<file path="src/rtl/truth_table_sweeper.sv">
// Programmable N_VARS-input truth table (SOP or POS list) swept over every input vector.
// Optional macro SWEEP_ONES_COUNT_EN enables the per-sweep count of F=1 vectors.
module truth_table_sweeper #(
  parameter int N_VARS      = 4,
  parameter int STEP_CYCLES = 1
) (
  input  logic                      clk,
  input  logic                      rst,
  input  logic                      load,
  input  logic [(1<<N_VARS)-1:0]    term_mask,
  input  logic                      pos_mode,
  input  logic                      start,
  input  logic                      hold,
  output logic                      busy,
  output logic [N_VARS-1:0]         vec,
  output logic                      vec_valid,
  output logic                      f_out,
  output logic                      done,
  output logic [N_VARS:0]           ones_count
);

  localparam int         N_TERMS   = 1 << N_VARS;
  localparam logic [7:0] STEP_LAST = 8'(STEP_CYCLES - 1);

  typedef enum logic [1:0] {IDLE, SWEEP, DONE} state_t;

  state_t             state;
  logic [N_TERMS-1:0] tbl_q;
  logic               pos_q;
  logic [7:0]         step_cnt;

  function automatic logic eval_f(input logic [N_TERMS-1:0] tbl,
                                  input logic               pos,
                                  input logic [N_VARS-1:0]  v);
    return tbl[v] ^ pos;
  endfunction

  // A load on the same edge as start must already drive the first vector.
  logic               ctrl_open;
  logic [N_TERMS-1:0] tbl_eff;
  logic               pos_eff;
  logic [N_VARS-1:0]  vec_nxt;
  logic               f_first;
  logic               f_next;

  assign ctrl_open = (state != SWEEP);
  assign tbl_eff   = (ctrl_open && load) ? term_mask : tbl_q;
  assign pos_eff   = (ctrl_open && load) ? pos_mode  : pos_q;
  assign vec_nxt   = vec + 1'b1;
  assign f_first   = eval_f(tbl_eff, pos_eff, '0);
  assign f_next    = eval_f(tbl_q, pos_q, vec_nxt);

`ifdef SWEEP_ONES_COUNT_EN
  logic [N_VARS:0] ones_q;
  assign ones_count = ones_q;
`else
  assign ones_count = '0;
`endif

  always_ff @(posedge clk) begin
    if (rst) begin
      state     <= IDLE;
      tbl_q     <= '0;
      pos_q     <= 1'b0;
      vec       <= '0;
      f_out     <= 1'b0;
      busy      <= 1'b0;
      vec_valid <= 1'b0;
      done      <= 1'b0;
      step_cnt  <= '0;
`ifdef SWEEP_ONES_COUNT_EN
      ones_q    <= '0;
`endif
    end else begin
      vec_valid <= 1'b0;
      done      <= 1'b0;
      case (state)
        IDLE, DONE: begin
          if (load) begin
            tbl_q <= term_mask;
            pos_q <= pos_mode;
          end
          if (start) begin
            state     <= SWEEP;
            busy      <= 1'b1;
            vec       <= '0;
            f_out     <= f_first;
            vec_valid <= 1'b1;
            step_cnt  <= '0;
`ifdef SWEEP_ONES_COUNT_EN
            ones_q    <= (N_VARS+1)'(f_first);
`endif
          end else begin
            state <= IDLE;
          end
        end
        SWEEP: begin
          if (!hold) begin
            if (step_cnt == STEP_LAST) begin
              step_cnt <= '0;
              if (vec == '1) begin
                // Terminal vector finished: vec/f_out keep their last values.
                state <= DONE;
                busy  <= 1'b0;
                done  <= 1'b1;
              end else begin
                vec       <= vec_nxt;
                f_out     <= f_next;
                vec_valid <= 1'b1;
`ifdef SWEEP_ONES_COUNT_EN
                ones_q    <= ones_q + (N_VARS+1)'(f_next);
`endif
              end
            end else begin
              step_cnt <= step_cnt + 8'd1;
            end
          end
        end
        default: state <= IDLE;
      endcase
    end
  end

endmodule

</file>
<file path="config.mk">
export PLATFORM = sky130hd
export DESIGN_NAME = truth_table_sweeper
export DESIGN_NICKNAME = d
export VERILOG_FILES = /design/src/rtl/truth_table_sweeper.sv
export SDC_FILE = /design/constraint.sdc
export NUM_CORES = 1
export LEC_CHECK = 0
export ABC_AREA = 1
export BUFFER_PORTS_ARGS = -buffer_cell sky130_fd_sc_hd__clkbuf_2
export CAP_MARGIN = 40
export CORE_UTILIZATION = 44
export CTS_CLUSTER_DIAMETER = 30
export CTS_CLUSTER_SIZE = 16
export DETAILED_ROUTE_END_ITERATION = 10
export GPL_TIMING_DRIVEN = 0
export PLACE_DENSITY = 0.73
export SETUP_SLACK_MARGIN = 0.02
export SYNTH_ARGS = -nofsm -noshare
export SYNTH_HDL_FRONTEND = slang
export SYNTH_SLANG_ARGS = --single-unit
export TNS_END_PERCENT = 100
</file>
<file path="constraint.sdc">
create_clock -name clk -period 2.65 [get_ports clk]
set_clock_uncertainty 0.1 [all_clocks]
set_input_delay 0.3975 -clock clk [delete_from_list [all_inputs] [get_ports clk]]
set_output_delay 0.3975 -clock clk [all_outputs]
set_load 0.02 [all_outputs]
</file>
==> results.sh, run 1 <==
export IMPL_gp_congestion=0.804
export IMPL_detail_route_wl_per_cell_microns=11.1
export IMPL_crit_path_top_delay_cell="dfxtp_1"
export IMPL_numClockSinks=35
export IMPL_finalHoldWorstSlack_ns=0.229
export IMPL_final_layout_size_suffix_gt1_frac=0.209
export IMPL_power_per_cell_area_nw_per_um2=590
export IMPL_most_used_dff_post_synth="dfxtp_1"
export IMPL_route_detailed_vias_per_inst=4.88
export IMPL_dp_cells=322
export IMPL_max_stage_delay_ns=0.44
export IMPL_antenna_found_initial=0
export IMPL_first_global_vias=1444
export IMPL_critPathBufInv=2
export IMPL_htree_levels=2
export IMPL_io_pins=35
export IMPL_multi_input_gate_area_in_the_final_layout_sq_um=848
export IMPL_via_count=1609
export IMPL_cp_data_required_time_ns=2.77
export IMPL_nets=306
export IMPL_r2r_start="vec[0]"
export IMPL_dieArea_sq_um=4210
export IMPL_core_sq_um=3720
export IMPL_timing_rr_end="vec[1]"
export IMPL_num_fill_cells=365
export IMPL_antenna_diode_count=0
export IMPL_worst_path_dominant_cell_family="flip-flops"
export IMPL_post_cts_resize_count=0
export IMPL_finalSetupViolCount=0
export IMPL_hp_class="in -> reg"
export IMPL_reg2reg_slack_ns=0.86
export IMPL_cts_clk_slew_worst_paths_ns=0.07
export IMPL_die_height_microns=64.9
export IMPL_timing_final_crit_period_ns=1.79
export IMPL_totalWireLength_microns=3660
export IMPL_cp_num_cells=9
export IMPL_synth_avg_cell_area_sq_um=7.20
export IMPL_initialDrtViolationCount=82
export IMPL_post_cts_setup_buffers=0
export IMPL_numPortBuffers=28
export IMPL_number_of_cells_on_the_worst_reg_to_reg_path=9
export IMPL_synth_edff_count=0
export IMPL_grt_max_degree=11
export IMPL_cts_buffers_inserted=5
export IMPL_global_route_usage_total=0.196
export IMPL_crit_path_end_kind="flip-flop"
export IMPL_initial_core_util=0.469
export IMPL_slew_viol_final=0
export IMPL_outcome="complete, no violations"
export IMPL_max_clock_path_buffers=2
export IMPL_hold_start="term_mask[13]"
export IMPL_path_cells="ha_1 > nand2_1 > nor2_2 > inv_2 > nand2_2 > inv_2 > o21ai_2 > nand2_1 > a21oi_1"
export IMPL_irDropWorstVdd_uv=303
export IMPL_async_flop_share=0
export IMPL_synthesis_yosys_warnings=0
export IMPL_grt_pass1_wl_microns=6280
export IMPL_worst_setup_path_start_kind="flip-flop"
export IMPL_hold_violations=0
export IMPL_grt_overflow_total=0
export IMPL_die_width_microns=64.9
export IMPL_clock_tree_from_tritoncts="yes"
export IMPL_layout_worst_path_cycle_share=0.677
export IMPL_cts_hold_repair_buffers=0
export IMPL_area_growth_syn_to_layout_pct=18.1
export IMPL_synth_ff_latch_count=35
export IMPL_data_arrival_time_of_the_critical_path_ns=1.91
export IMPL_totalNegativeSetupSlack_ns=0
export IMPL_ff_latch_area_sq_um=701
export IMPL_synthesis_instances=242
export IMPL_fmax_mhz=557
export IMPL_drt_antenna_violating_nets=0
export IMPL_min_delay_worst_endpoint="tbl_q[13]"
export IMPL_placement_rows=22
export IMPL_dp_hpwl_microns=2670
export IMPL_detail_route_drc_violations=0
export IMPL_clk_insertion_delay_late_ns=0.29
export IMPL_timing_worst_setup_path_type="reg -> reg"
export IMPL_yosys_cell_types_count=30
export IMPL_post_layout_nonfiller_instances=330
export IMPL_drv_max_cap_violation_count=0
export IMPL_hold_path_cell_cnt=3
export IMPL_critPathMaxFanout=6
export IMPL_placed_cell_area_sq_um=1960
export IMPL_rsz0062_at_grt="no"
export IMPL_final_area_sq_um=2060
export IMPL_mappedNetlistArea_sq_um=1740
export IMPL_power_leakage_nw=0.926
export IMPL_synth_seq_area_share=0.402
export IMPL_clk_root_buffer_cell="clkbuf_8"
export IMPL_drt_first_pass_iters=5
[worst max-delay path by stage]
stage             end  slack [ns]    from
3_5_place_dp   vec[3]        0.92  vec[0]
6_report       vec[1]        0.86  vec[0]
3_3_place_gp   vec[1]        0.95  vec[0]
2_1_floorplan  vec[0]         1.0  vec[0]
4_1_cts        vec[1]        0.88  vec[0]
5_1_grt        vec[2]        0.75  vec[0]
[tightest hold or removal path: cells and delay by family]
| kind | cells | cell delay (ns) |
|---|---|---|
| simple gates | 2 | 0.11 |
| buf+inv | 1 | 0.07 |
[metal layers]
layer  GRT usage  wire length [microns]  vias to the layer above
met4      0.0972                     53                        0
li1            -                      -                      853
met1       0.264                   1870                      709
met2       0.280                   1510                       42
met3      0.0599                    231                        5
met5           0                      0                        -
[synthesized netlist by cell type (4+ instances only)]
cell	instances	area [sq um]
o21ai_0	21	105
inv_1	32	120
clkbuf_1	4	15.0
inv_2	4	15.0
xor2_1	4	35.0
nand2_1	35	131
a21oi_1	28	140
nand3_1	25	125
nor2_1	16	60.1
buf_2	4	20.0
dfxtp_1	35	701
buf_4	5	37.5
[stage by stage]
step / worst slack (ns) / util / power [mW]
final: 0.856 / 0.554 / 1.21
after global routing: 0.745 / 0.554 / 1.28
after CTS: 0.877 / 0.554 / 1.22
after detailed placement: 0.922 / 0.527 / 0.800
after global placement: 0.946 / 0.527 / 0.796
after floorplan: 0.995 / - / 0.740
[flip-flops by register name, indices dropped and copies added, names as in the netlist]
register and flops:
busy 1, done 1, f_out 1, pos_q 1
state 2, step_cnt 8, tbl_q 16, vec 4
vec_valid 1
[report_power, final]
group / switching (mW) / leakage [nW] / internal [mW]
Sequential: 0.0155 / 0.287 / 0.558
Combinational: 0.139 / 0.587 / 0.0774
Clock: 0.186 / 0.0515 / 0.237
Total: 0.340 / 0.926 / 0.873
[kinds of logic after synthesis]
kind of cell,after synthesis,share of synthesized area
AND/OR/NAND/NOR,90,0.241
adder cells (fa/ha/maj),3,0.0216
other,1,0.00215
flip-flops,35,0.402
AO/OA/AOI/OAI,57,0.178
buffers and inverters,49,0.119
XOR/XNOR,7,0.0352
[cell type report]
| cell class | instances | area share |
|---|---|---|
| multi-input combinational | 162 | 0.412 |
| sequential | 35 | 0.341 |
| timing repair buffer | 28 | 0.0681 |
| inverter | 36 | 0.0657 |
| clock buffer | 8 | 0.0487 |
| buffer | 13 | 0.0353 |
| tap | 48 | 0.0292 |
[placed cells by master, fill, tap and decap left out, types with 4 or more instances in the layout]
cell / n
nand3_1: 25
a21oi_1: 28
buf_4: 5
nor2_1: 16
dfxtp_1: 35
clkbuf_2: 28
o21ai_0: 21
xor2_1: 4
inv_1: 32
conb_1: 5
inv_2: 4
buf_2: 4
nand2_1: 35
clkbuf_8: 7
clkbuf_1: 5
Note: power is estimated with default switching activity, not from simulation.
==> inputs of run 2 (changes only) <==
==> constraint.sdc (replaced) <==
create_clock -name clk -period 1.9 [get_ports clk]
set_clock_uncertainty 0.1 [all_clocks]
set_input_delay 0.285 -clock clk [delete_from_list [all_inputs] [get_ports clk]]
set_output_delay 0.285 -clock clk [all_outputs]
set_load 0.02 [all_outputs]
==> run 2 against run 1 <==
Sequential share of layout area decreased by 0.12 points. Cell count unchanged. Critical path depth increased by 1. First-iteration DRC count increased by 4.9%. Non-clock buffer count unchanged. Die area unchanged. Critical path type unchanged.
==> results.sh, run 2 (same netlist as run 1, synthesis figures left out) <==
export IMPL_slew_viol_final=0
export IMPL_fmax_mhz=573
export IMPL_reg_largest_list="tbl_q (16), step_cnt (8), vec (4)"
export IMPL_num_fill_cells=364
export IMPL_cp_data_required_time_ns=1.99
export IMPL_post_layout_nonfiller_instances=330
export IMPL_core_sq_um=3720
export IMPL_max_stage_delay_ns=0.44
export IMPL_dp_cells=322
export IMPL_first_global_vias=1444
export IMPL_area_growth_syn_to_layout_pct=18.5
export IMPL_largest_register_ffs=16
export IMPL_dieArea_sq_um=4210
export IMPL_number_of_cells_on_the_worst_reg_to_reg_path=10
export IMPL_p_int_mw=1.22
export IMPL_nets=306
export IMPL_power_per_cell_area_nw_per_um2=821
export IMPL_rsz0062_at_grt="no"
export IMPL_totalWireLength_microns=3670
export IMPL_timing_worst_setup_path_type="reg -> reg"
export IMPL_layout_worst_path_cycle_share=0.918
export IMPL_clk_insertion_delay_late_ns=0.29
export IMPL_drt_first_pass_iters=4
export IMPL_final_area_sq_um=2060
export IMPL_numClockSinks=35
export IMPL_outcome="complete, no violations"
export IMPL_crit_path_top_delay_cell="dfxtp_1"
export IMPL_die_width_microns=64.9
export IMPL_drv_max_cap_violation_count=0
export IMPL_cts_clk_slew_worst_paths_ns=0.07
export IMPL_crit_path_end_kind="flip-flop"
export IMPL_grt_max_degree=11
export IMPL_cp_endpoint="vec[0]"
export IMPL_path_cells="ha_1 > nand2_1 > nor2_2 > inv_2 > nand2_2 > inv_2 > nand3b_2 > nand2_2 > o21ai_0 > nor2_1"
export IMPL_via_count=1612
export IMPL_power_switching_share=0.281
export IMPL_critPathMaxFanout=6
export IMPL_cp_num_cells=10
export IMPL_placement_rows=22
export IMPL_dp_hpwl_microns=2670
export IMPL_numPortBuffers=28
export IMPL_clk_root_buffer_cell="clkbuf_8"
export IMPL_cts_buffers_inserted=5
export IMPL_clock_tree_from_tritoncts="yes"
export IMPL_grt_pass1_wl_microns=6280
export IMPL_pre_cts_slack_ns=0.172
export IMPL_global_route_usage_total=0.196
export IMPL_r2r_start="vec[0]"
export IMPL_antenna_found_initial=0
export IMPL_gp_congestion=0.804
export IMPL_antenna_diode_count=0
export IMPL_postLayoutSetupSlackWorst_ns=0.156
export IMPL_drt_antenna_violating_nets=0
export IMPL_initial_core_util=0.469
export IMPL_reg2reg_slack_ns=0.16
export IMPL_detail_route_drc_violations=0
export IMPL_io_pins=35
export IMPL_layout_cells_most_common_list="nand2_1, dfxtp_1, inv_1, a21oi_1, clkbuf_2"
export IMPL_totalNegativeSetupSlack_ns=0
export IMPL_grt_overflow_total=0
export IMPL_finalHoldWorstSlack_ns=0.116
export IMPL_crit_path_start="vec[0]"
export IMPL_irDropWorstVdd_uv=423
export IMPL_power_leakage_nw=0.927
export IMPL_placed_cell_area_sq_um=1960
export IMPL_htree_levels=2
export IMPL_cts_hold_repair_buffers=0
export IMPL_netSwitchingPower_uw=477
export IMPL_combPwrFrac=0.180
export IMPL_critPathBufInv=2
export IMPL_max_clock_path_buffers=2
export IMPL_hold_violations=0
export IMPL_detail_route_wl_per_cell_microns=11.1
export IMPL_final_layout_size_suffix_gt1_frac=0.209
export IMPL_max_flop_register="tbl_q"
export IMPL_sequentialPowerShare=0.472
export IMPL_hp_class="in -> reg"
export IMPL_die_height_microns=64.9
export IMPL_timing_rr_end="vec[0]"
export IMPL_p_clk_frac=0.348
export IMPL_worst_path_dominant_cell_family="simple AND/OR/NAND/NOR gates"
export IMPL_data_arrival_time_of_the_critical_path_ns=1.83
export IMPL_worst_setup_path_start_kind="flip-flop"
export IMPL_initialDrtViolationCount=86
export IMPL_timing_final_crit_period_ns=1.74
export IMPL_route_detailed_vias_per_inst=4.88
export IMPL_finalSetupViolCount=0
[run 2: cell counts in the layout (fill, tap and decap cells not counted)]
No cell type changed its count.
[run 2: power groups by stage]
stage | logic (mW) | clock network [mW] | registers (mW)
floorplan | 0.209 | 0 | 0.822
global placement | 0.295 | 0 | 0.815
detailed placement | 0.300 | 0 | 0.815
CTS | 0.302 | 0.605 | 0.799
global route | 0.348 | 0.632 | 0.804
finish | 0.306 | 0.590 | 0.800
[run 2: what timing repair did]
| item | in CTS | in global routing |
|---|---|---|
| resized for setup | 0 | 1 |
| setup buffers | 0 | 0 |
| setup endpoints to repair | 0 | 2 |
[run 2: layout make-up]
cell class                      instances  area, sq um  share of cell area
Sequential cell                        35          701               0.339
Inverter                               36          135              0.0655
Tap cell                               48         60.1              0.0291
Timing Repair Buffer                   28          140              0.0679
Buffer                                 13         72.6              0.0352
Multi-Input combinational cell        162          856               0.415
Clock buffer                            8          100              0.0485
[run 2: worst min-delay path by stage]
stage / slack (ns) / depth (start not counted) / start / end
6_report: 0.12 / 3 / term_mask[13] / tbl_q[13]
5_1_grt: 0.13 / 3 / term_mask[5] / tbl_q[5]
3_3_place_gp: 0.34 / 2 / tbl_q[7] / tbl_q[7]
4_1_cts: 0.11 / 3 / term_mask[5] / tbl_q[5]
2_1_floorplan: 0.32 / 2 / term_mask[13] / tbl_q[13]
3_5_place_dp: 0.35 / 2 / tbl_q[6] / tbl_q[6]
[run 2: routing by layer]
layer,track usage,vias to the layer above,part of all wire
met5,0,-,0
met3,0.0599,7,0.068
met1,0.264,702,0.50
met4,0.0972,0,0.020
met2,0.280,50,0.41
li1,-,853,-
[run 2: stage by stage]
| stage | total power, mW | utilization |
|---|---|---|
| after floorplan | 1.03 | - |
| after CTS | 1.71 | 0.554 |
| after global routing | 1.78 | 0.556 |
| after global placement | 1.11 | 0.527 |
| final | 1.70 | 0.556 |
| after detailed placement | 1.12 | 0.527 |
[run 2: worst reg2reg max path, stage by stage (launching register included)]
cell and delay (ns):
dfxtp_1 0.44, ha_1 0.26, nand2_1 0.09, nor2_2 0.14, inv_2 0.07, nand2_2 0.07, inv_2 0.05, nand3b_2 0.11
nand2_2 0.09, o21ai_0 0.15, nor2_1 0.06
==> inputs of run 3 (changes only) <==
--- a/config.mk
+++ b/config.mk
@@ -8,12 +8,12 @@
 export ABC_AREA = 1
 export BUFFER_PORTS_ARGS = -buffer_cell sky130_fd_sc_hd__clkbuf_2
 export CAP_MARGIN = 40
-export CORE_UTILIZATION = 44
+export CORE_UTILIZATION = 35
 export CTS_CLUSTER_DIAMETER = 30
 export CTS_CLUSTER_SIZE = 16
 export DETAILED_ROUTE_END_ITERATION = 10
 export GPL_TIMING_DRIVEN = 0
-export PLACE_DENSITY = 0.73
+export PLACE_DENSITY = 0.62
 export SETUP_SLACK_MARGIN = 0.02
 export SYNTH_ARGS = -nofsm -noshare
 export SYNTH_HDL_FRONTEND = slang
==> run 3 against run 2 <==
Via count shrank 0.37%. Design area is 2.0% higher. Total power increased by 6.5%. First-iteration DRC count shrank 58%. Critical endpoint unchanged. Sequential share of layout area decreased by 0.67 points. Register-to-register slack better by 0.06 ns. Non-clock buffer count did not move. Flip-flop and latch count unchanged.
==> results.sh, run 3 (same netlist as run 1, synthesis figures left out) <==
export IMPL_outcome="complete, no violations"
export IMPL_final_area_sq_um=2110
export IMPL_layout_worst_path_cycle_share=0.887
export IMPL_timing_rr_end="vec[0]"
export IMPL_numPortBuffers=28
export IMPL_core_sq_um=4750
export IMPL_p_int_mw=1.31
export IMPL_largest_register_ffs=16
export IMPL_final_layout_size_suffix_gt1_frac=0.213
export IMPL_power_switching_share=0.273
export IMPL_drv_max_cap_violation_count=0
export IMPL_clk_root_buffer_cell="clkbuf_8"
export IMPL_area_growth_syn_to_layout_pct=20.9
export IMPL_pre_cts_slack_ns=0.209
export IMPL_number_of_cells_on_the_worst_reg_to_reg_path=10
export IMPL_max_flop_register="tbl_q"
export IMPL_dieArea_sq_um=5260
export IMPL_finalHoldWorstSlack_ns=0.120
export IMPL_grt_max_degree=12
export IMPL_grt_overflow_total=0
export IMPL_placement_rows=25
export IMPL_dp_hpwl_microns=2870
export IMPL_slew_viol_final=0
export IMPL_via_count=1606
export IMPL_first_global_vias=1533
export IMPL_cp_data_required_time_ns=1.98
export IMPL_critPathMaxFanout=6
export IMPL_power_per_cell_area_nw_per_um2=857
export IMPL_combPwrFrac=0.170
export IMPL_clk_insertion_delay_late_ns=0.29
export IMPL_finalSetupViolCount=0
export IMPL_totalWireLength_microns=3850
export IMPL_max_clock_path_buffers=2
export IMPL_hp_class="in -> reg"
export IMPL_die_height_microns=72.5
export IMPL_htree_levels=2
export IMPL_die_width_microns=72.5
export IMPL_timing_final_crit_period_ns=1.68
export IMPL_layout_cells_most_common_list="nand2_1, dfxtp_1, inv_1, a21oi_1, clkbuf_2"
export IMPL_power_leakage_nw=0.937
export IMPL_r2r_start="vec[0]"
export IMPL_post_cts_setup_buffers=0
export IMPL_sequentialPowerShare=0.442
export IMPL_numClockSinks=35
export IMPL_detail_route_wl_per_cell_microns=11.0
export IMPL_design_power_total_mw=1.81
export IMPL_hold_path_cell_cnt=3
export IMPL_fmax_mhz=594
export IMPL_initial_core_util=0.366
export IMPL_detail_route_drc_violations=0
export IMPL_hold_violations=0
export IMPL_cts_clk_slew_worst_paths_ns=0.07
export IMPL_antenna_diode_count=0
export IMPL_drt_antenna_violating_nets=0
export IMPL_rsz0062_at_grt="no"
export IMPL_cp_endpoint="vec[0]"
export IMPL_gp_congestion=0.785
export IMPL_grt_pass1_wl_microns=6870
export IMPL_global_route_usage_total=0.169
export IMPL_num_fill_cells=520
export IMPL_clock_tree_from_tritoncts="yes"
export IMPL_cts_buffers_inserted=5
export IMPL_io_pins=35
export IMPL_nets=306
export IMPL_timing_worst_setup_path_type="reg -> reg"
export IMPL_reg_largest_list="tbl_q (16), step_cnt (8), vec (4)"
export IMPL_irDropWorstVdd_uv=398
export IMPL_postLayoutSetupSlackWorst_ns=0.216
export IMPL_antenna_found_initial=0
export IMPL_p_clk_frac=0.388
export IMPL_worst_setup_path_start_kind="flip-flop"
export IMPL_totalNegativeSetupSlack_ns=0
export IMPL_crit_path_start="vec[0]"
export IMPL_initialDrtViolationCount=36
export IMPL_crit_path_end_kind="flip-flop"
export IMPL_drt_first_pass_iters=4
export IMPL_netSwitchingPower_uw=493
export IMPL_route_detailed_vias_per_inst=4.60
export IMPL_reg2reg_slack_ns=0.22
export IMPL_data_arrival_time_of_the_critical_path_ns=1.77
export IMPL_placed_cell_area_sq_um=1980
## run 3: critical path, cell delays in order (launching register included)
cell and delay, ns:
dfxtp_1 0.43, ha_1 0.25, nand2_1 0.08, nor2_2 0.13, inv_2 0.07, nand2_2 0.07
inv_2 0.05, nand3b_2 0.11, nand2_2 0.08, o21ai_0 0.15, nor2_1 0.06
## run 3: layout make-up
cell class	instances	area, sq um	area share
tap	67	83.8	0.0398
inverter	36	135	0.0642
buffer	13	72.6	0.0345
timing repair buffer	28	140	0.0665
multi-input combinational	162	856	0.406
sequential	35	701	0.333
clock inverter	2	35.0	0.0166
clock buffer	6	82.6	0.0392
## run 3: worst min-delay path by stage
stage	end	slack, ns	startpoint
floorplan	tbl_q[13]	0.32	term_mask[13]
global route	tbl_q[13]	0.13	term_mask[13]
detailed placement	tbl_q[10]	0.35	tbl_q[10]
finish	tbl_q[5]	0.12	term_mask[5]
CTS	tbl_q[13]	0.12	term_mask[13]
global placement	tbl_q[10]	0.34	tbl_q[10]
## run 3: layer usage
metal  global-route usage  vias up  wire, microns
li1                     -      856              -
met2                0.275       29           1780
met5                    0        -              0
met3               0.0389        6            165
met1                0.215      715           1830
met4               0.0654        0             73
## run 3: what timing repair did
action	CTS	global route
setup endpoints to repair	0	3
hold buffers	0	0
resized for setup	0	1
## run 3: power groups by stage
stage | clock [mW] | sequential [mW] | combinational, mW
finish | 0.700 | 0.799 | 0.307
global route | 0.743 | 0.804 | 0.352
CTS | 0.712 | 0.798 | 0.305
detailed placement | 0 | 0.815 | 0.303
global placement | 0 | 0.815 | 0.298
floorplan | 0 | 0.822 | 0.209
## run 3: stage by stage
stage          utilization  std cells
2_1_floorplan            -        246
6_report             0.443        349
3_3_place_gp         0.417        341
3_5_place_dp         0.417        341
5_1_grt              0.443        349
4_1_cts              0.441        349
